`src/rtl/puzzle_sequencer.sv`:
```
// Purpose: schedules the wake-up puzzle engines one at a time until enough consecutive solves silence the alarm.
// Latency: alarmOn rise -> startEq on the 2nd edge; correct eqDone -> next startEq 2 cycles later.
// Backpressure: none; engines answer with single-cycle eqDone pulses and the sequencer waits indefinitely up to the time limit.
module puzzle_sequencer #(
    parameter int NUM_EQ        = 3,
    parameter int SOLVES_NEEDED = 3,
    parameter int MAX_TRIES     = 3,
    parameter int TIME_LIMIT    = 60
) (
    input  logic              Clock,
    input  logic              Reset,
    input  logic              alarmOn,
    input  logic [6:0]        OngoingTimer,
    input  logic [NUM_EQ-1:0] eqDone,
    input  logic [NUM_EQ-1:0] eqCorrect,
    output logic [NUM_EQ-1:0] startEq,
    output logic [1:0]        activeEq,
    output logic [2:0]        solvedCount,
    output logic [1:0]        triesLeft,
    output logic              timeout,
    output logic              alarmSilence,
    output logic              busy
);

    typedef enum logic [2:0] {
        S_IDLE,
        S_LAUNCH,
        S_WAIT,
        S_SOLVED,
        S_FAIL,
        S_SILENCE
    } state_t;

    state_t            r_state;
    state_t            w_next;
    logic [1:0]        r_ptr;
    logic [1:0]        w_ptr;
    logic [2:0]        r_solved;
    logic [2:0]        w_solved;
    logic [1:0]        r_tries;
    logic [1:0]        w_tries;
    logic [6:0]        r_stamp;
    logic [6:0]        w_stamp;
    logic              r_timeout;
    logic              w_timeout;

    logic [NUM_EQ-1:0] w_onehot;
    logic              w_done;
    logic              w_correct;
    logic [1:0]        w_ptr_inc;
    logic [6:0]        w_elapsed;
    logic [2:0]        w_solved_inc;

    // Wrap-around subtraction keeps the elapsed time right across the 127->0 rollover.
    assign w_elapsed    = OngoingTimer - r_stamp;
    assign w_ptr_inc    = (r_ptr == 2'(NUM_EQ - 1)) ? 2'd0 : r_ptr + 2'd1;
    assign w_solved_inc = r_solved + 3'd1;

    // Select the lanes of the engine currently being served; all other lanes are ignored.
    always_comb begin
        w_onehot  = '0;
        w_done    = 1'b0;
        w_correct = 1'b0;
        for (int i = 0; i < NUM_EQ; i++) begin
            if (r_ptr == 2'(i)) begin
                w_onehot[i] = 1'b1;
                w_done      = eqDone[i];
                w_correct   = eqCorrect[i];
            end
        end
    end

    // Next-state and next-register values; a dropped alarm overrides everything.
    always_comb begin
        w_next    = r_state;
        w_ptr     = r_ptr;
        w_solved  = r_solved;
        w_tries   = r_tries;
        w_stamp   = r_stamp;
        w_timeout = 1'b0;
        case (r_state)
            S_IDLE: begin
                w_ptr    = 2'd0;
                w_solved = 3'd0;
                w_tries  = 2'(MAX_TRIES);
                if (alarmOn) begin
                    w_next  = S_LAUNCH;
                    w_stamp = OngoingTimer;
                end
            end
            S_LAUNCH: begin
                w_next = S_WAIT;
            end
            S_WAIT: begin
                // A result in the same cycle as the deadline takes precedence over the timeout.
                if (w_done) begin
                    if (w_correct) begin
                        w_next = S_SOLVED;
                    end else if (r_tries > 2'd1) begin
                        w_tries = r_tries - 2'd1;
                        w_next  = S_LAUNCH;
                    end else begin
                        w_tries = 2'd0;
                        w_next  = S_FAIL;
                    end
                end else if (w_elapsed >= 7'(TIME_LIMIT)) begin
                    w_next    = S_FAIL;
                    w_timeout = 1'b1;
                end
            end
            S_SOLVED: begin
                w_solved = w_solved_inc;
                if (w_solved_inc == 3'(SOLVES_NEEDED)) begin
                    w_next = S_SILENCE;
                end else begin
                    w_ptr   = w_ptr_inc;
                    w_tries = 2'(MAX_TRIES);
                    w_stamp = OngoingTimer;
                    w_next  = S_LAUNCH;
                end
            end
            S_FAIL: begin
                w_solved = 3'd0;
                w_ptr    = w_ptr_inc;
                w_tries  = 2'(MAX_TRIES);
                w_stamp  = OngoingTimer;
                w_next   = S_LAUNCH;
            end
            S_SILENCE: begin
                w_solved = 3'(SOLVES_NEEDED);
            end
            default: begin
                w_next = S_IDLE;
            end
        endcase
        if (!alarmOn) begin
            w_next    = S_IDLE;
            w_ptr     = 2'd0;
            w_solved  = 3'd0;
            w_tries   = 2'(MAX_TRIES);
            w_timeout = 1'b0;
        end
    end

    // State and bookkeeping registers with synchronous active-low reset.
    always_ff @(posedge Clock) begin
        if (!Reset) begin
            r_state   <= S_IDLE;
            r_ptr     <= 2'd0;
            r_solved  <= 3'd0;
            r_tries   <= 2'(MAX_TRIES);
            r_stamp   <= 7'd0;
            r_timeout <= 1'b0;
        end else begin
            r_state   <= w_next;
            r_ptr     <= w_ptr;
            r_solved  <= w_solved;
            r_tries   <= w_tries;
            r_stamp   <= w_stamp;
            r_timeout <= w_timeout;
        end
    end

    assign startEq      = (r_state == S_LAUNCH) ? w_onehot : '0;
    assign activeEq     = r_ptr;
    assign solvedCount  = r_solved;
    assign triesLeft    = r_tries;
    assign timeout      = r_timeout;
    assign alarmSilence = (r_state == S_SILENCE);
    assign busy         = (r_state != S_IDLE);

endmodule
```
`config.mk`:
```
export PLATFORM = sky130hd
export DESIGN_NAME = puzzle_sequencer
export DESIGN_NICKNAME = d
export VERILOG_FILES = /design/src/rtl/puzzle_sequencer.sv
export SDC_FILE = /design/constraint.sdc
export NUM_CORES = 1
export LEC_CHECK = 0
export ABC_CLOCK_PERIOD_IN_PS = 1640
export BUFFER_PORTS_ARGS = -buffer_cell sky130_fd_sc_hd__buf_2
export CORE_UTILIZATION = 50
export CTS_BUF_LIST = sky130_fd_sc_hd__clkbuf_8
export CTS_CLUSTER_SIZE = 14
export DETAILED_ROUTE_END_ITERATION = 10
export PLACE_DENSITY = 0.78
export SLEW_MARGIN = 20
export SYNTH_ARGS = -nofsm -noshare
export SYNTH_HDL_FRONTEND = slang
export SYNTH_SLANG_ARGS = --single-unit
```
`constraint.sdc`:
```
create_clock -name Clock -period 1.64 [get_ports Clock]
set_input_delay 0.082 -clock Clock [delete_from_list [all_inputs] [get_ports Clock]]
set_output_delay 0.082 -clock Clock [all_outputs]
set_load 0.01 [all_outputs]
```
==> impl_metrics.xml <==
<?xml version="1.0" encoding="UTF-8"?>
<metrics>
  <group name="pwr">
    <metric name="internal-power" unit="mW">0.7582</metric>
    <metric name="combinationalPowerShare" unit="%">26.8</metric>
    <metric name="total_power" unit="mW">1.065</metric>
    <metric name="clockPowerShare" unit="%">29.7</metric>
    <metric name="power.share.switching" unit="%">28.80</metric>
    <metric name="power.density_cell_area" unit="mW/mm2">632.7</metric>
    <metric name="p_sw" unit="mW">0.3066</metric>
    <metric name="vdd_ir_drop_max" unit="mV">0.5717</metric>
    <metric name="power.sequential.fraction" unit="%">43.5</metric>
    <metric name="power.leakage" unit="nW">0.7094</metric>
  </group>
  <group name="floorplanning">
    <metric name="floorplan.die_area" unit="mm2">0.002644</metric>
    <metric name="starting_density_of_the_core" unit="%">54.16</metric>
    <metric name="fp.dieW" unit="um">51.42</metric>
    <metric name="design.portCount" unit="">29</metric>
    <metric name="core" unit="mm2">0.002255</metric>
    <metric name="die_h" unit="um">51.42</metric>
    <metric name="placement_rows" unit="">17</metric>
  </group>
  <group name="placed_design">
    <metric name="hpwlAfterDp" unit="mm">1.998</metric>
    <metric name="globalplace.congestion" unit="">0.8021</metric>
    <metric name="pre_cts_setup_slack" unit="ns">-0.05553</metric>
    <metric name="detailed_place.area" unit="mm2">0.001455</metric>
    <metric name="io_buffers" unit="">28</metric>
  </group>
  <group name="timing">
    <metric name="report.final.slew_viol_count" unit="">0</metric>
    <metric name="setup_clock_skew_after_layout" unit="ns">0.003329</metric>
    <metric name="finalHoldViolCount" unit="">0</metric>
    <metric name="slew-limit-headroom" unit="%">72.71</metric>
    <metric name="final.setup.tns" unit="ns">0</metric>
    <metric name="layout_setup_ws" unit="ns">0.02252</metric>
    <metric name="post-route-min-period" unit="ns">1.617</metric>
    <metric name="setup_repair_after_global_routing_missed_its_margin" unit="">yes</metric>
    <metric name="fmax" unit="MHz">618.2</metric>
    <metric name="min_period_over_period" unit="%">98.63</metric>
    <metric name="finalSetupViolations" unit="">0</metric>
    <metric name="transition_at_the_pin_with_the_smallest_max_transition_slack" unit="ns">0.4079</metric>
  </group>
  <group name="worst_setup_path">
    <metric name="setup.worst_path.start" unit="">r_stamp[5]</metric>
    <metric name="worst_r2r_startpoint" unit="">r_stamp[5]</metric>
    <metric name="regToRegSetupSlack" unit="ns">0.02</metric>
    <metric name="arrival" unit="ns">1.77</metric>
    <metric name="r2r_cells" unit="">7</metric>
    <metric name="endpoint_kind" unit="">flop</metric>
    <metric name="timing.critical_path.from_type" unit="">flop</metric>
    <metric name="critical_path_class" unit="">flop to flop</metric>
    <metric name="endpoint" unit="">r_state[1]</metric>
    <metric name="r2r_end" unit="">r_state[1]</metric>
    <metric name="worst-path-max-fanout" unit="">4</metric>
    <metric name="crit_required" unit="ns">1.79</metric>
  </group>
  <group name="final_layout">
    <metric name="design.final.nets" unit="">202</metric>
    <metric name="layout-drive-gt1-share" unit="%">42.61</metric>
    <metric name="most-common-layout-cells" unit="">sky130_fd_sc_hd__buf_2 (28), sky130_fd_sc_hd__dfxtp_1 (15), sky130_fd_sc_hd__buf_4 (14)</metric>
    <metric name="most_frequent_standard_cell_in_the_layout_excluding_fill_and_tap_cells" unit="">sky130_fd_sc_hd__buf_2</metric>
    <metric name="count_of_antenna_diodes_in_the_layout" unit="">0</metric>
    <metric name="multi_input_comb_area" unit="um2">923.4</metric>
    <metric name="design_area" unit="mm2">0.001683</metric>
    <metric name="regArea" unit="um2">369.1</metric>
    <metric name="fillerInstances" unit="">157</metric>
    <metric name="area.growth.synth_to_final" unit="%">37.81</metric>
  </group>
  <group name="detailed_routing">
    <metric name="total_via_count_in_the_routed_design" unit="">1177</metric>
    <metric name="met3WireLength" unit="um">144</metric>
    <metric name="remaining_drc_errors" unit="">0</metric>
    <metric name="via_density_per_instance" unit="">5.770</metric>
    <metric name="postRouteAntennaNets" unit="">0</metric>
    <metric name="sum_of_routed_wire_length_over_all_layers" unit="mm">3.066</metric>
    <metric name="detail_route.iter0.violations" unit="">23</metric>
    <metric name="avgRoutedWirePerCell" unit="um">15.03</metric>
    <metric name="met2_length" unit="mm">1.466</metric>
    <metric name="wire_length_on_met1" unit="mm">1.379</metric>
    <metric name="first_pass_iters" unit="">4</metric>
    <metric name="topRoutingLayerUsed" unit="">met4</metric>
  </group>
  <group name="clock_network">
    <metric name="max-clock-path-buffers" unit="">2</metric>
    <metric name="clkSlewWorstSetupHoldPaths" unit="ns">0.07</metric>
    <metric name="tritoncts.num_buffers" unit="">3</metric>
    <metric name="clock_sink_count" unit="">18</metric>
    <metric name="clockRootBuffer" unit="">sky130_fd_sc_hd__clkbuf_8</metric>
    <metric name="clk-insertion-delay-late" unit="ns">0.26</metric>
    <metric name="postCtsHoldBufs" unit="">0</metric>
    <metric name="h_tree_levels" unit="">1</metric>
    <metric name="tritoncts_clock_tree" unit="">built</metric>
  </group>
  <group name="global_route">
    <metric name="grt_use_total" unit="%">21.73</metric>
    <metric name="grt_first_pass_wirelength" unit="mm">4.291</metric>
    <metric name="first_global_vias" unit="">1065</metric>
    <metric name="grt_start_max_net_pins" unit="">12</metric>
    <metric name="grt_remaining_overflow" unit="">0</metric>
    <metric name="grt_antenna_before_repair" unit="">0</metric>
  </group>
  <group name="run">
    <metric name="cap_violations" unit="">0</metric>
  </group>
  <group name="logic_synthesis">
    <metric name="synth-edff-count" unit="">0</metric>
    <metric name="syn-instance-count" unit="">135</metric>
    <metric name="post_synth_num_cell_types" unit="">44</metric>
    <metric name="post_synth_instance_area" unit="mm2">0.001221</metric>
    <metric name="ys.warnings.count" unit="">0</metric>
    <metric name="postSynth.asyncResetShare" unit="%">0</metric>
    <metric name="synth_nets" unit="">159</metric>
    <metric name="synthesis.area_per_instance" unit="um2">9.046</metric>
    <metric name="ff_latch_count_synth" unit="">18</metric>
    <metric name="postSynth.topFlopCell" unit="">sky130_fd_sc_hd__dfxtp_1</metric>
    <metric name="synth-seq-area-share" unit="%">29.51</metric>
  </group>
  <group name="min_path">
    <metric name="worstHoldPathType" unit="">primary input to flop</metric>
    <metric name="hold_path.startpoint" unit="">OngoingTimer[2]</metric>
  </group>
  <group name="run_status">
    <metric name="outcome" unit="">finished clean</metric>
  </group>
</metrics>
## power by group through the flow
| stage | logic [mW] | registers [mW] | clock network, mW |
|---|---|---|---|
| 2_1_floorplan | 0.170 | 0.472 | 0 |
| 3_3_place_gp | 0.231 | 0.474 | 0 |
| 3_5_place_dp | 0.238 | 0.476 | 0 |
| 4_1_cts | 0.245 | 0.464 | 0.322 |
| 5_1_grt | 0.310 | 0.465 | 0.336 |
| 6_report | 0.285 | 0.464 | 0.316 |
## synthesized netlist by cell type, types with 2 or more instances
library cell	number	area [um2]
sky130_fd_sc_hd__clkbuf_1	2	7.510
sky130_fd_sc_hd__nor3_1	2	10.01
sky130_fd_sc_hd__a21o_1	2	15.01
sky130_fd_sc_hd__mux2i_1	10	100.1
sky130_fd_sc_hd__dfxtp_1	18	360.4
sky130_fd_sc_hd__xnor2_1	2	17.52
sky130_fd_sc_hd__nor3b_1	2	15.01
sky130_fd_sc_hd__nand2_1	6	22.52
sky130_fd_sc_hd__xor2_1	3	26.28
sky130_fd_sc_hd__inv_1	10	37.54
sky130_fd_sc_hd__a32oi_1	2	17.52
sky130_fd_sc_hd__ha_1	8	100.1
sky130_fd_sc_hd__a211oi_1	3	22.52
sky130_fd_sc_hd__nor2b_1	9	56.30
sky130_fd_sc_hd__a21oi_1	7	35.03
sky130_fd_sc_hd__nor2_1	9	33.78
sky130_fd_sc_hd__o21ai_0	7	35.03
sky130_fd_sc_hd__nand3_1	3	15.01
sky130_fd_sc_hd__nand4_1	4	25.02
sky130_fd_sc_hd__buf_4	2	15.01
## area by class of cell
cell class | instances | share of cell area [%]
clock buffers | 3 | 2.454
multi-input cells | 101 | 54.87
inverters | 10 | 2.230
repair buffers | 44 | 16.43
well taps | 28 | 2.082
flip-flops and latches | 18 | 21.93
## state kept, by name, indices dropped and copies added, names as in the netlist
name,count
r_stamp,7
activeEq,2
triesLeft,2
timeout,1
solvedCount,3
r_state,3
## layer usage
layer / track usage [%] / vias up
met5: 0 / -
met4: 8.108 / 0
met3: 4.762 / 11
met2: 39.83 / 37
met1: 24.05 / 554
li1: - / 575
## worst min path at each step
stage / end / slack, ns / depth (start not counted)
floorplan: r_state[1] / 0.23 / 1
global placement: r_stamp[4] / 0.35 / 3
detailed placement: r_stamp[2] / 0.37 / 3
CTS: r_stamp[5] / 0.10 / 3
global route: r_stamp[1] / 0.13 / 3
finish: r_stamp[2] / 0.11 / 3
## critical path: stages, from the launching register on
cell and delay [ns]:
sky130_fd_sc_hd__dfxtp_1 0.34, sky130_fd_sc_hd__inv_1 0.08, sky130_fd_sc_hd__ha_4 0.29, sky130_fd_sc_hd__xor2_1 0.16, sky130_fd_sc_hd__nand4_1 0.15, sky130_fd_sc_hd__nor3_2 0.18
sky130_fd_sc_hd__nor3b_2 0.09, sky130_fd_sc_hd__a41o_1 0.23
## per-stage QoR
| step | util [%] | std cells | hold slack, ns |
|---|---|---|---|
| 6_report | 74.64 | 204 | 0.1069 |
| 5_1_grt | 74.64 | 204 | 0.1309 |
| 4_1_cts | 67.70 | 201 | 0.1019 |
| 3_5_place_dp | 64.54 | 196 | 0.3740 |
| 3_3_place_gp | 64.54 | 196 | 0.3506 |
| 2_1_floorplan | - | 135 | 0.2342 |
## timing repair
item | in CTS | in global routing
resized for setup | 5 | 21
buffers inserted | 2 | 3
pin swaps | 1 | 5
hold endpoints to repair | 0 | 0
endpoints found under the setup margin | 6 | 14
## kinds of logic after synthesis
kind of cell	after synthesis	synth area share (%)
compound gates	31	18.24
buf+inv	16	6.967
flops	18	29.51
mux	10	8.197
xor+xnor	6	5.533
fa+ha+maj	8	8.197
simple gates	46	23.36
Note: power is estimated with default switching activity, not from simulation.
